==> src/rtl/mu0_mem_arb_pkg.sv <==
// Shared types and constants for the MU0 single-port RAM arbiter.
package mu0_mem_arb_pkg;

    localparam int ADDR_W  = 12;
    localparam int DATA_W  = 16;
    localparam int NUM_REQ = 2;

    localparam logic [ADDR_W-1:0] MEM_TOP_DEFAULT = 12'hEFF;

    typedef enum logic [1:0] {
        ST_IDLE   = 2'd0,
        ST_ACCESS = 2'd1,
        ST_RESP   = 2'd2
    } state_t;

    typedef enum logic {
        REQ_CPU = 1'b0,
        REQ_DBG = 1'b1
    } req_id_t;

    function automatic logic addr_in_range(input logic [ADDR_W-1:0] addr,
                                           input logic [ADDR_W-1:0] top);
        return addr <= top;
    endfunction

endpackage

==> src/rtl/mu0_rr_arbiter.sv <==
// Two-way round-robin picker; remembers the last requester granted.
module mu0_rr_arbiter
    import mu0_mem_arb_pkg::*;
(
    input  logic    clk,
    input  logic    rst,
    input  logic    c_req,
    input  logic    d_req,
    input  logic    grant_en,
    output logic    grant_valid,
    output req_id_t grant_id
);

    req_id_t last_reg;

    always_comb begin
        grant_valid = c_req | d_req;
        if (c_req && d_req) begin
            grant_id = (last_reg == REQ_CPU) ? REQ_DBG : REQ_CPU;
        end else if (c_req) begin
            grant_id = REQ_CPU;
        end else begin
            grant_id = REQ_DBG;
        end
    end

    // Starting from DBG means the CPU wins the first tie after reset.
    always_ff @(posedge clk or posedge rst) begin
        if (rst) begin
            last_reg <= REQ_DBG;
        end else if (grant_en && grant_valid) begin
            last_reg <= grant_id;
        end
    end

endmodule

==> src/rtl/mu0_mem_arbiter.sv <==
// Arbitrates CPU and debug/loader requesters onto one single-port RAM.
// Each access is IDLE -> ACCESS -> RESP (out-of-range skips ACCESS).
module mu0_mem_arbiter
    import mu0_mem_arb_pkg::*;
#(
    parameter logic [ADDR_W-1:0] MEM_TOP = MEM_TOP_DEFAULT
) (
    input  logic              Clk,
    input  logic              Reset,
    input  logic              C_Req,
    input  logic              C_Wr,
    input  logic [ADDR_W-1:0] C_Addr,
    input  logic [DATA_W-1:0] C_Wdata,
    output logic              C_Ack,
    output logic              C_Err,
    output logic [DATA_W-1:0] C_Rdata,
    input  logic              D_Req,
    input  logic              D_Wr,
    input  logic [ADDR_W-1:0] D_Addr,
    input  logic [DATA_W-1:0] D_Wdata,
    output logic              D_Ack,
    output logic              D_Err,
    output logic [DATA_W-1:0] D_Rdata,
    output logic              Mem_Wr,
    output logic              Mem_Rd,
    output logic [ADDR_W-1:0] Mem_Addr,
    output logic [DATA_W-1:0] Mem_Wdata,
    input  logic [DATA_W-1:0] Mem_Rdata,
    output logic              Busy
);

    state_t  state_reg, state_next;
    req_id_t owner_reg, owner_next;
    req_id_t grant_id;
    logic    grant_valid, grant_en;
    logic    wr_reg, wr_next;

    logic              sel_wr;
    logic [ADDR_W-1:0] sel_addr;
    logic [DATA_W-1:0] sel_wdata;
    logic              sel_ok;

    logic              mem_rd_reg, mem_rd_next;
    logic              mem_wr_reg, mem_wr_next;
    logic [ADDR_W-1:0] mem_addr_reg, mem_addr_next;
    logic [DATA_W-1:0] mem_wdata_reg, mem_wdata_next;
    logic              busy_reg;

    logic [NUM_REQ-1:0] ack_next, err_next, rdata_load;
    logic [NUM_REQ-1:0] ack_reg, err_reg;
    logic [DATA_W-1:0]  rdata_reg [NUM_REQ];

    assign grant_en = (state_reg == ST_IDLE);

    mu0_rr_arbiter u_rr (
        .clk         (Clk),
        .rst         (Reset),
        .c_req       (C_Req),
        .d_req       (D_Req),
        .grant_en    (grant_en),
        .grant_valid (grant_valid),
        .grant_id    (grant_id)
    );

    always_comb begin
        if (grant_id == REQ_DBG) begin
            sel_wr    = D_Wr;
            sel_addr  = D_Addr;
            sel_wdata = D_Wdata;
        end else begin
            sel_wr    = C_Wr;
            sel_addr  = C_Addr;
            sel_wdata = C_Wdata;
        end
        sel_ok = addr_in_range(sel_addr, MEM_TOP);
    end

    always_comb begin
        state_next = state_reg;
        case (state_reg)
            ST_IDLE: begin
                if (grant_valid) begin
                    state_next = sel_ok ? ST_ACCESS : ST_RESP;
                end
            end
            ST_ACCESS: state_next = ST_RESP;
            ST_RESP:   state_next = ST_IDLE;
            default:   state_next = ST_IDLE;
        endcase
    end

    // Every output is computed one cycle ahead so the ports come straight from flops.
    always_comb begin
        owner_next     = owner_reg;
        wr_next        = wr_reg;
        mem_rd_next    = 1'b0;
        mem_wr_next    = 1'b0;
        mem_addr_next  = mem_addr_reg;
        mem_wdata_next = mem_wdata_reg;
        ack_next       = '0;
        err_next       = '0;
        rdata_load     = '0;
        case (state_reg)
            ST_IDLE: begin
                if (grant_valid) begin
                    owner_next = grant_id;
                    wr_next    = sel_wr;
                    if (sel_ok) begin
                        mem_rd_next    = ~sel_wr;
                        mem_wr_next    = sel_wr;
                        mem_addr_next  = sel_addr;
                        mem_wdata_next = sel_wdata;
                    end else begin
                        err_next[grant_id] = 1'b1;
                    end
                end
            end
            ST_ACCESS: begin
                ack_next[owner_reg]   = 1'b1;
                rdata_load[owner_reg] = ~wr_reg;
            end
            default: ;
        endcase
    end

    always_ff @(posedge Clk or posedge Reset) begin
        if (Reset) begin
            state_reg     <= ST_IDLE;
            owner_reg     <= REQ_CPU;
            wr_reg        <= 1'b0;
            mem_rd_reg    <= 1'b0;
            mem_wr_reg    <= 1'b0;
            mem_addr_reg  <= '0;
            mem_wdata_reg <= '0;
            busy_reg      <= 1'b0;
        end else begin
            state_reg     <= state_next;
            owner_reg     <= owner_next;
            wr_reg        <= wr_next;
            mem_rd_reg    <= mem_rd_next;
            mem_wr_reg    <= mem_wr_next;
            mem_addr_reg  <= mem_addr_next;
            mem_wdata_reg <= mem_wdata_next;
            busy_reg      <= (state_next != ST_IDLE);
        end
    end

    genvar gi;
    generate
        for (gi = 0; gi < NUM_REQ; gi++) begin : g_req
            logic              ack_r;
            logic              err_r;
            logic [DATA_W-1:0] rdata_r;

            // RAM data changes on the falling edge, so it is stable here.
            always_ff @(posedge Clk or posedge Reset) begin
                if (Reset) begin
                    ack_r   <= 1'b0;
                    err_r   <= 1'b0;
                    rdata_r <= '0;
                end else begin
                    ack_r <= ack_next[gi];
                    err_r <= err_next[gi];
                    if (rdata_load[gi]) begin
                        rdata_r <= Mem_Rdata;
                    end
                end
            end

            assign ack_reg[gi]   = ack_r;
            assign err_reg[gi]   = err_r;
            assign rdata_reg[gi] = rdata_r;
        end
    endgenerate

    assign C_Ack     = ack_reg[REQ_CPU];
    assign C_Err     = err_reg[REQ_CPU];
    assign C_Rdata   = rdata_reg[REQ_CPU];
    assign D_Ack     = ack_reg[REQ_DBG];
    assign D_Err     = err_reg[REQ_DBG];
    assign D_Rdata   = rdata_reg[REQ_DBG];
    assign Mem_Rd    = mem_rd_reg;
    assign Mem_Wr    = mem_wr_reg;
    assign Mem_Addr  = mem_addr_reg;
    assign Mem_Wdata = mem_wdata_reg;
    assign Busy      = busy_reg;

endmodule

==> config.mk <==
export PLATFORM = sky130hd
export DESIGN_NAME = mu0_mem_arbiter
export DESIGN_NICKNAME = d
export VERILOG_FILES = /design/src/rtl/mu0_mem_arb_pkg.sv /design/src/rtl/mu0_rr_arbiter.sv /design/src/rtl/mu0_mem_arbiter.sv
export SDC_FILE = /design/constraint.sdc
export NUM_CORES = 1
export LEC_CHECK = 0
export ABC_CLOCK_PERIOD_IN_PS = 2000
export BUFFER_PORTS_ARGS = -buffer_cell sky130_fd_sc_hd__buf_4
export CORE_MARGIN = 10
export CORE_UTILIZATION = 35
export DETAILED_ROUTE_END_ITERATION = 16
export PLACE_DENSITY_LB_ADDON = 0.25
export SLEW_MARGIN = 25
export SYNTH_ARGS = -nofsm -noshare
export SYNTH_HDL_FRONTEND = slang
export SYNTH_SLANG_ARGS = --single-unit
==> constraint.sdc <==
create_clock -name Clk -period 2 [get_ports Clk]
set_input_delay 0.1 -clock Clk [delete_from_list [all_inputs] [get_ports Clk]]
set_output_delay 0.1 -clock Clk [all_outputs]
set_load 0.03 [all_outputs]
==> results of run 1 <==
[per-layer routing]
metal / up-vias / track usage / share of wire
li1: 1350 / - / -
met1: 1306 / 0.174 / 0.43
met2: 124 / 0.234 / 0.46
met3: 13 / 0.0611 / 0.098
met4: 0 / 0.0550 / 0.015
met5: - / 0 / 0
[worst paths after layout]
path | endpoint | depth (start not counted) | slack, ns | startpoint
setup reg to reg | Mem_Addr[1] | 4 | 0.32 | state_reg[1]
min in group asynchronous | C_Rdata[0] | 3 | 0.36 | Reset
setup / recovery | Mem_Addr[1] | 4 | 0.32 | state_reg[1]
hold / removal | Mem_Wdata[12] | 2 | 0.03 | D_Wdata[12]
max in group asynchronous | u_rr.last_reg | 4 | 0.96 | Reset
hold reg to reg | u_rr.last_reg | 2 | 0.50 | u_rr.last_reg
[cell families (layout without fill, tap and decap cells)]
kind of cell,after synthesis,in the layout,synth area share
flip-flops,72,72,0.557
AO/OA/AOI/OAI,62,62,0.150
AND/OR/NAND/NOR,79,79,0.134
buffers and inverters,23,189,0.0383
multiplexers,35,35,0.121
[layout make-up]
class	instances	area share
clock buffers	9	0.0254
repair buffers	171	0.277
multi-input cells	176	0.270
clock inverters	7	0.0294
inverters	2	0.00154
well taps	111	0.0284
flip-flops and latches	72	0.369
[synth_stat cells (2+ instances only)]
| cell | count |
|---|---|
| o21ai_0 | 24 |
| buf_2 | 6 |
| nor4_1 | 24 |
| o221a_2 | 25 |
| nor3_1 | 2 |
| mux2i_1 | 3 |
| nor2_1 | 29 |
| nand2_1 | 5 |
| buf_6 | 3 |
| mux2_2 | 32 |
| clkbuf_1 | 10 |
| a2bb2oi_1 | 3 |
| inv_1 | 2 |
| buf_4 | 2 |
| a21oi_1 | 7 |
| dfrtp_1 | 71 |
| nand3_1 | 3 |
| nand4_1 | 2 |
[critical path, cell delays in order (launching register included)]
cell,delay [ns]
dfrtp_1,0.46
or2_1,0.27
or2_4,0.29
nor2_8,0.35
o221a_2,0.25
[stage by stage]
stage	std cells	area (um^2)	hold slack, ns	power (mW)	setup WS (ns)
finish	548	4890	0.0252	8.31	0.322
global route	548	4890	0.00668	8.80	0.212
CTS	548	4890	0.00560	8.41	0.294
detailed placement	515	4450	0.166	6.86	0.313
global placement	515	4450	0.159	6.79	0.348
floorplan	271	3240	0.242	5.28	0.0767
[timing repair]
action / 4_1_cts / 5_1_grt
hold buffers: 17 / 0
hold endpoints to repair: 53 / 0
endpoints found under the setup margin: 0 / 0
[power breakdown]
part / switching [mW] / internal (mW)
Sequential: 0.463 / 2.15
Combinational: 2.39 / 1.80
Clock: 0.543 / 0.956
==> key figures, run 1 <==
Timing
  – Actual slew at the worst max-slew pin: around 0.60 ns
  – Max Fclk: approximately 600 MHz
  – Slew Limit Fails: 0
  – Final setup vio count: 0
  – Max Clock Skew: ~0.009 ns
  – Hold violation total from the final report: 0
  – Period utilization: 0.839
  – Sum Neg Setup Slack: 0 ns
  – Relative slew slack: 0.603
  – RSZ-0062 raised after global routing: false
  – Minimum period implied by the final worst setup slack: roughly 1.7 ns

Global route
  – Grt total ovfl: 0
  – First-pass GRT wire length: 15.8 mm
  – Largest net degree at the start of global routing: 51
  – GR Util All Layers: 0.147
  – Vias in the first global route: 3101
  – Initial antenna violation count: 0

Synth
  – Yosys top cell area share: 0.549
  – Synth area leader: dfrtp_1
  – Register area share after synthesis: 0.557
  – Register bit total from synthesis: 72
  – EDFF count, synth: 0
  – Synth async-reset ratio: 1.00
  – Yosys cell types: 36
  – Mapped Nets: ~350
  – Post-synthesis cell count: about 270
  – Synth top area cells: dfrtp_1 (55%), mux2_2 (11%), o221a_2 (8.7%)
  – Avg Cell Area, Syn: approximately 12 um^2
  – Top_reg_cell synth: dfrtp_1
  – Yosys warnings: 0
  – Synthesized area: 3240 um^2

Place
  – # port buffers: between 100 and 150
  – Final Wtd Congestion: 0.805
  – DP Wirelength: approximately 7.1 mm

Finish
  – Final core occ: 0.536
  – Layout net count: approximately 500
  – Area Overhead vs Synth: 51.0%
  – Leading cell type in the layout, fill and taps excluded: buf_4
  – Most frequent cells in the layout: buf_4 (152), dfrtp_1 (71), mux2_2 (32), nor2_1 (29), o221a_2 (25)
  – Ant diodes: 0
  – Multi-input gate area: approximately 1300 um^2
  – Reg area: 1800 um^2
  – Fillers: a little under 800
  – Layout cell share with drive strength beyond 1: 0.535

Routing
  – DRT antenna net count: 0
  – Routed vias: 2793
  – Post-DR wirelength/cell: around 18 um
  – Starting DRT DRC Count: 123
  – Vias per cell: just over 5
  – Total Wirelength: 9.76 mm
  – Drt first pass iters: 4
  – DRC errors left: 0

Setup path
  – CP Capture Type: register
  – Critical path type: register to register
  – CP max FO: 25
  – Startpoint Class: register
  – Worst EP arrival: around 2.0 ns
  – Worst endpoint required time: 2.27 ns

Floorplan
  – Core box area: between 9000 and 10000 um^2
  – Die H: 116 um
  – Die ar.: 13500 um^2
  – Cell Rows: 35
  – Chip width: roughly 120 um
  – Starting Density: 0.355
  – # IOs: approximately 150

Clock network
  – CTS tree: built
  – Post_cts resized: 0
  – CTS Buffer Depth: 2
  – Post-CTS Setup Inserts: 0
  – H-tree depth: 3
  – Clock transition at the registers of the reported paths: 0.08 ns
  – Num CTS Buffers: 9
  – Root Driver: clkbuf_8
  – Worst skew pair latency: 0.33 ns
  – CTS Sinks: 72

Outcome
  – Outcome: completed

Power and ir drop
  – Cell Pwr Density: between 1500 and 2000 nW/um^2
  – Max VDD drop: between 0.6 and 0.7 mV
  – Pleak: around 2.2 nW

Flow run
  – Max Cap Viol: 0

Hold path
  – Min-delay worst type: input port to register
Power figures use the tool's default switching activity.
==> inputs of run 2 (changes only) <==
--- a/config.mk
+++ b/config.mk
@@ -5,7 +5,7 @@
 export SDC_FILE = /design/constraint.sdc
 export NUM_CORES = 1
 export LEC_CHECK = 0
-export ABC_CLOCK_PERIOD_IN_PS = 2000
+export ABC_CLOCK_PERIOD_IN_PS = 1600
 export BUFFER_PORTS_ARGS = -buffer_cell sky130_fd_sc_hd__buf_4
 export CORE_MARGIN = 10
 export CORE_UTILIZATION = 35
==> constraint.sdc (replaced) <==
create_clock -name Clk -period 1.6 [get_ports Clk]
set_input_delay 0.08 -clock Clk [delete_from_list [all_inputs] [get_ports Clk]]
set_output_delay 0.08 -clock Clk [all_outputs]
set_load 0.03 [all_outputs]
==> run 2 against run 1 <==
Against the previous run: total power increased by 26%; hold slack lost 0.010 ns; count of clock-buffer cells in the layout did not move; largest cell class unchanged; global-route usage is 1.0 points higher; critical endpoint is now Mem_Addr[0]; highest routed layer unchanged; largest power group unchanged; critical path type unchanged; sequential power up 26%; die area unchanged; wire length up 12%.
==> key figures, run 2 (synthesized netlist as in run 1, its figures left out) <==
Setup path
  – Slowest stage delay, CP: slightly above 0.4 ns
  – FF-to-FF End: Mem_Addr[0]
  – Cell mode on critical path: or2_4
  – Sum of buffers and inverters on the critical path: 0
  – Largest delay share family, worst path: simple AND/OR/NAND/NOR gates
  – Startpoint Class: register
  – Reg2Reg Setup Slack: approximately 0.07 ns
  – R2R cell count: 4
  – R2R Path Start: state_reg[1]
  – Worst EP arrival: between 1.5 and 2 ns
  – CP Capture Type: register
  – Critical path type: register to register
  – CP max FO: 6
  – Crit-path cells: or2_4 -> or2_4 -> nor2_4 -> o221a_2
  – Worst endpoint required time: between 1.5 and 2 ns
  – CP max-delay cell: dfrtp_1

Finish
  – Final std cells w/o fill: around 590
  – Layout cell share with drive strength beyond 1: 0.552
  – Leading cell type in the layout, fill and taps excluded: buf_4
  – Ant diodes: 0
  – Layout net count: between 500 and 600
  – Most frequent cells in the layout: buf_4 (159), dfrtp_1 (70), dlygate4sd3_1 (40), mux2_2 (32), nor2_1 (28)
  – Finished Cell Area: between 5000 and 6000 um^2
  – Area Overhead vs Synth: 64.0%
  – Multi-input gate area: between 1000 and 1500 um^2
  – Fillers: 750
  – Reg area: ~1800 um^2

Timing
  – Max Clock Skew: just under 0.008 ns
  – Relative slew slack: 0.744
  – Slew Limit Fails: 0
  – Minimum period implied by the final worst setup slack: roughly 1.5 ns
  – Final worst slack: between 0.07 and 0.08 ns
  – Actual slew at the worst max-slew pin: 0.384 ns
  – Max Fclk: about 650 MHz
  – RSZ-0062 raised after global routing: false
  – Period utilization: 0.955
  – Sum Neg Setup Slack: 0 ns
  – Final setup vio count: 0
  – Hold violation total from the final report: 0

Global route
  – First-pass GRT wire length: approximately 17 mm
  – GR Util All Layers: 0.157
  – Vias in the first global route: 3204
  – Initial antenna violation count: 0
  – Largest net degree at the start of global routing: 73
  – Grt total ovfl: 0

Routing
  – DRT antenna net count: 0
  – Post-DR wirelength/cell: ~19 um
  – DRC errors left: 0
  – Starting DRT DRC Count: roughly 150
  – WL met2: about 5 mm
  – Drt first pass iters: 5
  – Met1 WL: about 4.6 mm
  – Vias per cell: between 5 and 6
  – Routed wl met3: 1.15 mm
  – Top Layer Used: met4
  – Routed vias: approximately 3.0k
  – Total Wirelength: between 10 and 15 mm

Hold path
  – Hold path depth: 2
  – Min-delay worst type: input port to register
  – Hold Crit Start: D_Addr[6]
  – Endpoint, Worst Hold: Mem_Addr[6]

Clock network
  – Root Driver: clkbuf_8
  – CTS tree: built
  – CTS Sinks: slightly above 70
  – H-tree depth: 3
  – Worst skew pair latency: between 0.3 and 0.4 ns
  – Num CTS Buffers: 9
  – Clock transition at the registers of the reported paths: around 0.08 ns
  – CTS Buffer Depth: 2

Place
  – Final Wtd Congestion: slightly below 0.8
  – DP Wirelength: 7.66 mm
  – Post-DP Area: approximately 4600 um^2
  – Dpl ws: -0.0608 ns
  – Placed cell count: about 520
  – # port buffers: ~140

Floorplan
  – Chip width: 116 um
  – # IOs: between 100 and 150
  – Starting Density: 0.355
  – Die ar.: ~13000 um^2
  – Cell Rows: 35
  – Core box area: 9110 um^2
  – Die H: around 120 um

Flow run
  – Max Cap Viol: 0

Power and ir drop
  – Pleak: around 2.3 nW
  – Max VDD drop: slightly above 0.9 mV
  – Tot Pwr: ~10 mW
  – Cell Pwr Density: just under 2000 nW/um^2

Outcome
  – Outcome: completed
-- run 2: cell type report --
| class | instances | share of cell area |
|---|---|---|
| multi-input cells | 178 | 0.265 |
| well taps | 111 | 0.0262 |
| repair buffers | 207 | 0.329 |
| flip-flops and latches | 72 | 0.340 |
| clock inverters | 7 | 0.0149 |
| inverters | 2 | 0.00212 |
| clock buffers | 9 | 0.0233 |
-- run 2: timing repair --
action | in CTS | in global routing
hold endpoints to repair | 127 | 0
buffers inserted | 0 | 4
gates cloned | 0 | 2
setup endpoints to repair | 41 | 44
pin swaps | 1 | 5
resized for setup | 2 | 14
hold buffers | 40 | 0
-- run 2: power by group --
part	switching (mW)	internal, mW
Clock	0.731	0.736
Sequential	0.598	2.69
Combinational	3.15	2.53
Total	4.48	5.96
-- run 2: layer usage --
layer | vias up | track usage
li1 | 1428 | -
met1 | 1439 | 0.193
met2 | 136 | 0.245
met3 | 14 | 0.0632
met4 | 0 | 0.0567
met5 | - | 0
-- run 2: per-stage QoR --
step	hold slack, ns	utilization
after global placement	0.220	0.500
after detailed placement	0.224	0.500
after floorplan	0.222	-
after CTS	0.00118	0.567
after global routing	0.00693	0.583
final	0.0152	0.583
-- run 2: worst max path at each step --
stage,from,to,slack [ns],depth (start not counted)
floorplan,state_reg[1],Mem_Addr[0],0.02,6
global placement,owner_reg,D_Rdata[13],-0.02,4
detailed placement,u_rr.last_reg,Mem_Addr[10],-0.06,4
CTS,state_reg[1],Mem_Addr[10],-0.008,4
global route,state_reg[1],Mem_Addr[8],0.004,4
finish,state_reg[1],Mem_Addr[0],0.07,4
-- run 2: worst register-to-register path, stage by stage (launching register included) --
cell	delay, ns
dfrtp_1	0.41
or2_4	0.27
or2_4	0.33
nor2_4	0.24
o221a_2	0.22
==> inputs of run 3 (changes only) <==
--- a/config.mk
+++ b/config.mk
@@ -14,4 +14,5 @@
 export SLEW_MARGIN = 25
 export SYNTH_ARGS = -nofsm -noshare
 export SYNTH_HDL_FRONTEND = slang
+export SYNTH_HIERARCHICAL = 1
 export SYNTH_SLANG_ARGS = --single-unit
==> run 3 against run 2 <==
Against the previous run: the run now ends with negative setup slack left; first-iteration DRC count is 19% lower; count of clock-buffer cells in the layout up 4; cell count decreased by 9.6%; hold slack better by 0.014 ns; fmax decreased by 6.9%; total power is 0.41% lower; largest cell class unchanged.
==> key figures, run 3 <==
Power and ir drop
  – Cell Pwr Density: 2060 nW/um^2
  – Sw Share: 0.417
  – Comb pwr share: 0.540
  – Psw: 4.33 mW
  – Seq pwr share: 0.309
  – Clock Power Share: 0.150
  – Internal Dissipation: slightly above 6 mW
  – Max VDD drop: between 0.9 and 1 mV
  – Tot Pwr: 10.4 mW
  – Pleak: about 2.4 nW

Timing
  – Min Hold Slack: between 0.02 and 0.03 ns
  – Slew Limit Fails: 0
  – Period utilization: 1.03
  – Minimum period implied by the final worst setup slack: 1.64 ns
  – Final worst slack: -0.0406 ns
  – RSZ-0062 raised after global routing: true
  – Max Fclk: between 600 and 700 MHz
  – Actual slew at the worst max-slew pin: around 0.55 ns
  – Sum Neg Setup Slack: -0.491 ns
  – Max Clock Skew: 0.00708 ns
  – Relative slew slack: 0.634
  – Hold violation total from the final report: 0
  – Final setup vio count: 25

Setup path
  – R2R cell count: 7
  – CP max-delay cell: dfstp_2
  – Startpoint Class: register
  – Worst EP arrival: roughly 1.9 ns
  – End point of the critical path: Mem_Wdata[0]
  – Reg2Reg Setup Slack: -0.04 ns
  – Worst endpoint required time: 1.82 ns
  – CP max FO: 6
  – Critical path type: register to register
  – Slowest stage delay, CP: ~0.56 ns
  – Crit-path cells: o21ai_4 -> and2_4 -> and4_4 -> nor3_4 -> buf_6 -> clkbuf_16 -> a21oi_2
  – R2R Path Start: u_rr/last_reg
  – CP Launch Point: u_rr/last_reg
  – CP Capture Type: register
  – FF-to-FF End: Mem_Wdata[0]

Synth
  – Yosys warnings: 6
  – Avg Cell Area, Syn: 13.1 um^2
  – Post-synthesis cell count: 236
  – Synthesized area: between 3000 and 4000 um^2
  – Register bit total from synthesis: 72
  – Most common cell in the netlist: dfrtp_1
  – Yosys top cell area share: 0.573
  – Yosys cell types: 27
  – Synth top area cells: dfrtp_1 (57%), mux2_2 (12%), mux2i_1 (9.0%)
  – Top post-synthesis cells by count: dfrtp_1 (71), mux2_2 (32), mux2i_1 (28)
  – Synth async-reset ratio: 1.00
  – EDFF count, synth: 0
  – Top_reg_cell synth: dfrtp_1
  – Mapped Nets: between 300 and 400
  – Register area share after synthesis: 0.582
  – Synth area leader: dfrtp_1

Global route
  – Largest net degree at the start of global routing: 45
  – First-pass GRT wire length: about 15 mm
  – GR Util All Layers: 0.139
  – Vias in the first global route: ~2.9k
  – Initial antenna violation count: 0
  – Grt total ovfl: 0

Clock network
  – CTS tree: built
  – Worst skew pair latency: 0.33 ns
  – Num CTS Buffers: 9
  – CTS Sinks: 72
  – H-tree depth: 3
  – Root Driver: clkbuf_8
  – CTS Buffer Depth: 2
  – Clock transition at the registers of the reported paths: about 0.070 ns

Floorplan
  – Starting Density: 0.357
  – Cell Rows: 34
  – Die H: approximately 110 um
  – Die ar.: ~13000 um^2
  – Core box area: ~8700 um^2
  – # IOs: around 150
  – Chip width: 114 um

Place
  – Placed cell count: just under 500
  – Post-DP Area: roughly 4400 um^2
  – DP Wirelength: between 6 and 7 mm
  – # port buffers: around 140
  – Dpl ws: -0.00677 ns
  – Final Wtd Congestion: roughly 0.78

Outcome
  – Failing checks: negative setup slack
  – Outcome: finished, violations left

Finish
  – Ant diodes: 0
  – Layout cell share with drive strength beyond 1: 0.597
  – Fillers: roughly 740
  – Layout net count: 495
  – Final core occ: 0.581
  – Finished Cell Area: just over 5000 um^2
  – Leading cell type in the layout, fill and taps excluded: buf_4
  – Multi-input gate area: around 1300 um^2
  – Area Overhead vs Synth: 62.7%
  – Final std cells w/o fill: 530
  – Reg area: ~1800 um^2
  – Most frequent cells in the layout: buf_4 (157), dfrtp_1 (71), mux2_2 (32), mux2i_1 (28), a31oi_1 (25)

Routing
  – Starting DRT DRC Count: 118
  – Vias per cell: 4.95
  – Routed vias: roughly 2.6k
  – DRC errors left: 0
  – Total Wirelength: between 9 and 10 mm
  – DRT antenna net count: 0
  – Drt first pass iters: 4
  – Post-DR wirelength/cell: around 18 um

Hold path
  – Min-delay worst type: input port to register

Flow run
  – Max Cap Viol: 0
==> run 3: cell types whose count changed after synthesis, moves of 3 or more <==
cell	delta
o21ai_0	-21
a2bb2oi_1	-3
clkbuf_1	-8
o221a_2	-25
mux2i_1	+25
nor4_1	-23
a2bb2oi_2	+3
nor2_1	-22
a21oi_1	+19
nand3_1	-3
nor3_4	+3
buf_2	+5
a31oi_1	+24
==> run 3: metal layers <==
layer  share of wire  track usage  vias to the layer above
met5               0            0                        -
met4          0.0099       0.0476                        0
met3            0.11       0.0697                        8
met2            0.44        0.196                      130
met1            0.44        0.180                     1267
li1                -            -                     1220
==> run 3: worst min-delay path by stage <==
| stage | startpoint | to | cells past startpoint |
|---|---|---|---|
| detailed placement | Reset | u_rr/last_reg | 2 |
| floorplan | Reset | u_rr/last_reg | 1 |
| CTS | D_Req | u_rr/last_reg | 3 |
| finish | D_Req | u_rr/last_reg | 3 |
| global placement | Reset | u_rr/last_reg | 2 |
| global route | C_Wdata[9] | Mem_Wdata[9] | 3 |
==> run 3: area by class of cell <==
class,count,area share
Clock buffer,13,0.0295
Clock inverter,3,0.0129
Inverter,4,0.00372
Multi-Input combinational cell,143,0.256
Sequential cell,72,0.358
Tap cell,108,0.0268
Timing Repair Buffer,187,0.314
==> run 3: cells by family (layout without fill, tap and decap cells) <==
family	after synthesis	after routing	synth area share
buf+inv	21	207	0.0371
mux	60	60	0.207
flops	72	72	0.582
compound gates	58	58	0.115
simple gates	25	25	0.0594
==> run 3: worst max-delay path: cells and delay by family, from the launching register on <==
kind	cells	cell delay, ns
flops	1	0.56
simple gates	3	0.52
buf+inv	2	0.32
compound gates	2	0.13
==> run 3: power by group through the flow <==
| stage | registers [mW] | clock network, mW | logic (mW) |
|---|---|---|---|
| 2_1_floorplan | 4.77 | 0 | 1.58 |
| 3_3_place_gp | 3.22 | 0 | 5.11 |
| 3_5_place_dp | 3.23 | 0 | 5.19 |
| 4_1_cts | 3.22 | 1.61 | 5.23 |
| 5_1_grt | 3.34 | 1.70 | 5.99 |
| 6_report | 3.22 | 1.56 | 5.62 |
==> run 3: repair_timing <==
item,in CTS,in global routing
hold buffers,18,0
endpoints found under the setup margin,24,29
resized for setup,1,28
endpoints found under the hold margin,105,0
pin swaps,0,7
gates cloned,0,4
setup buffers,0,4
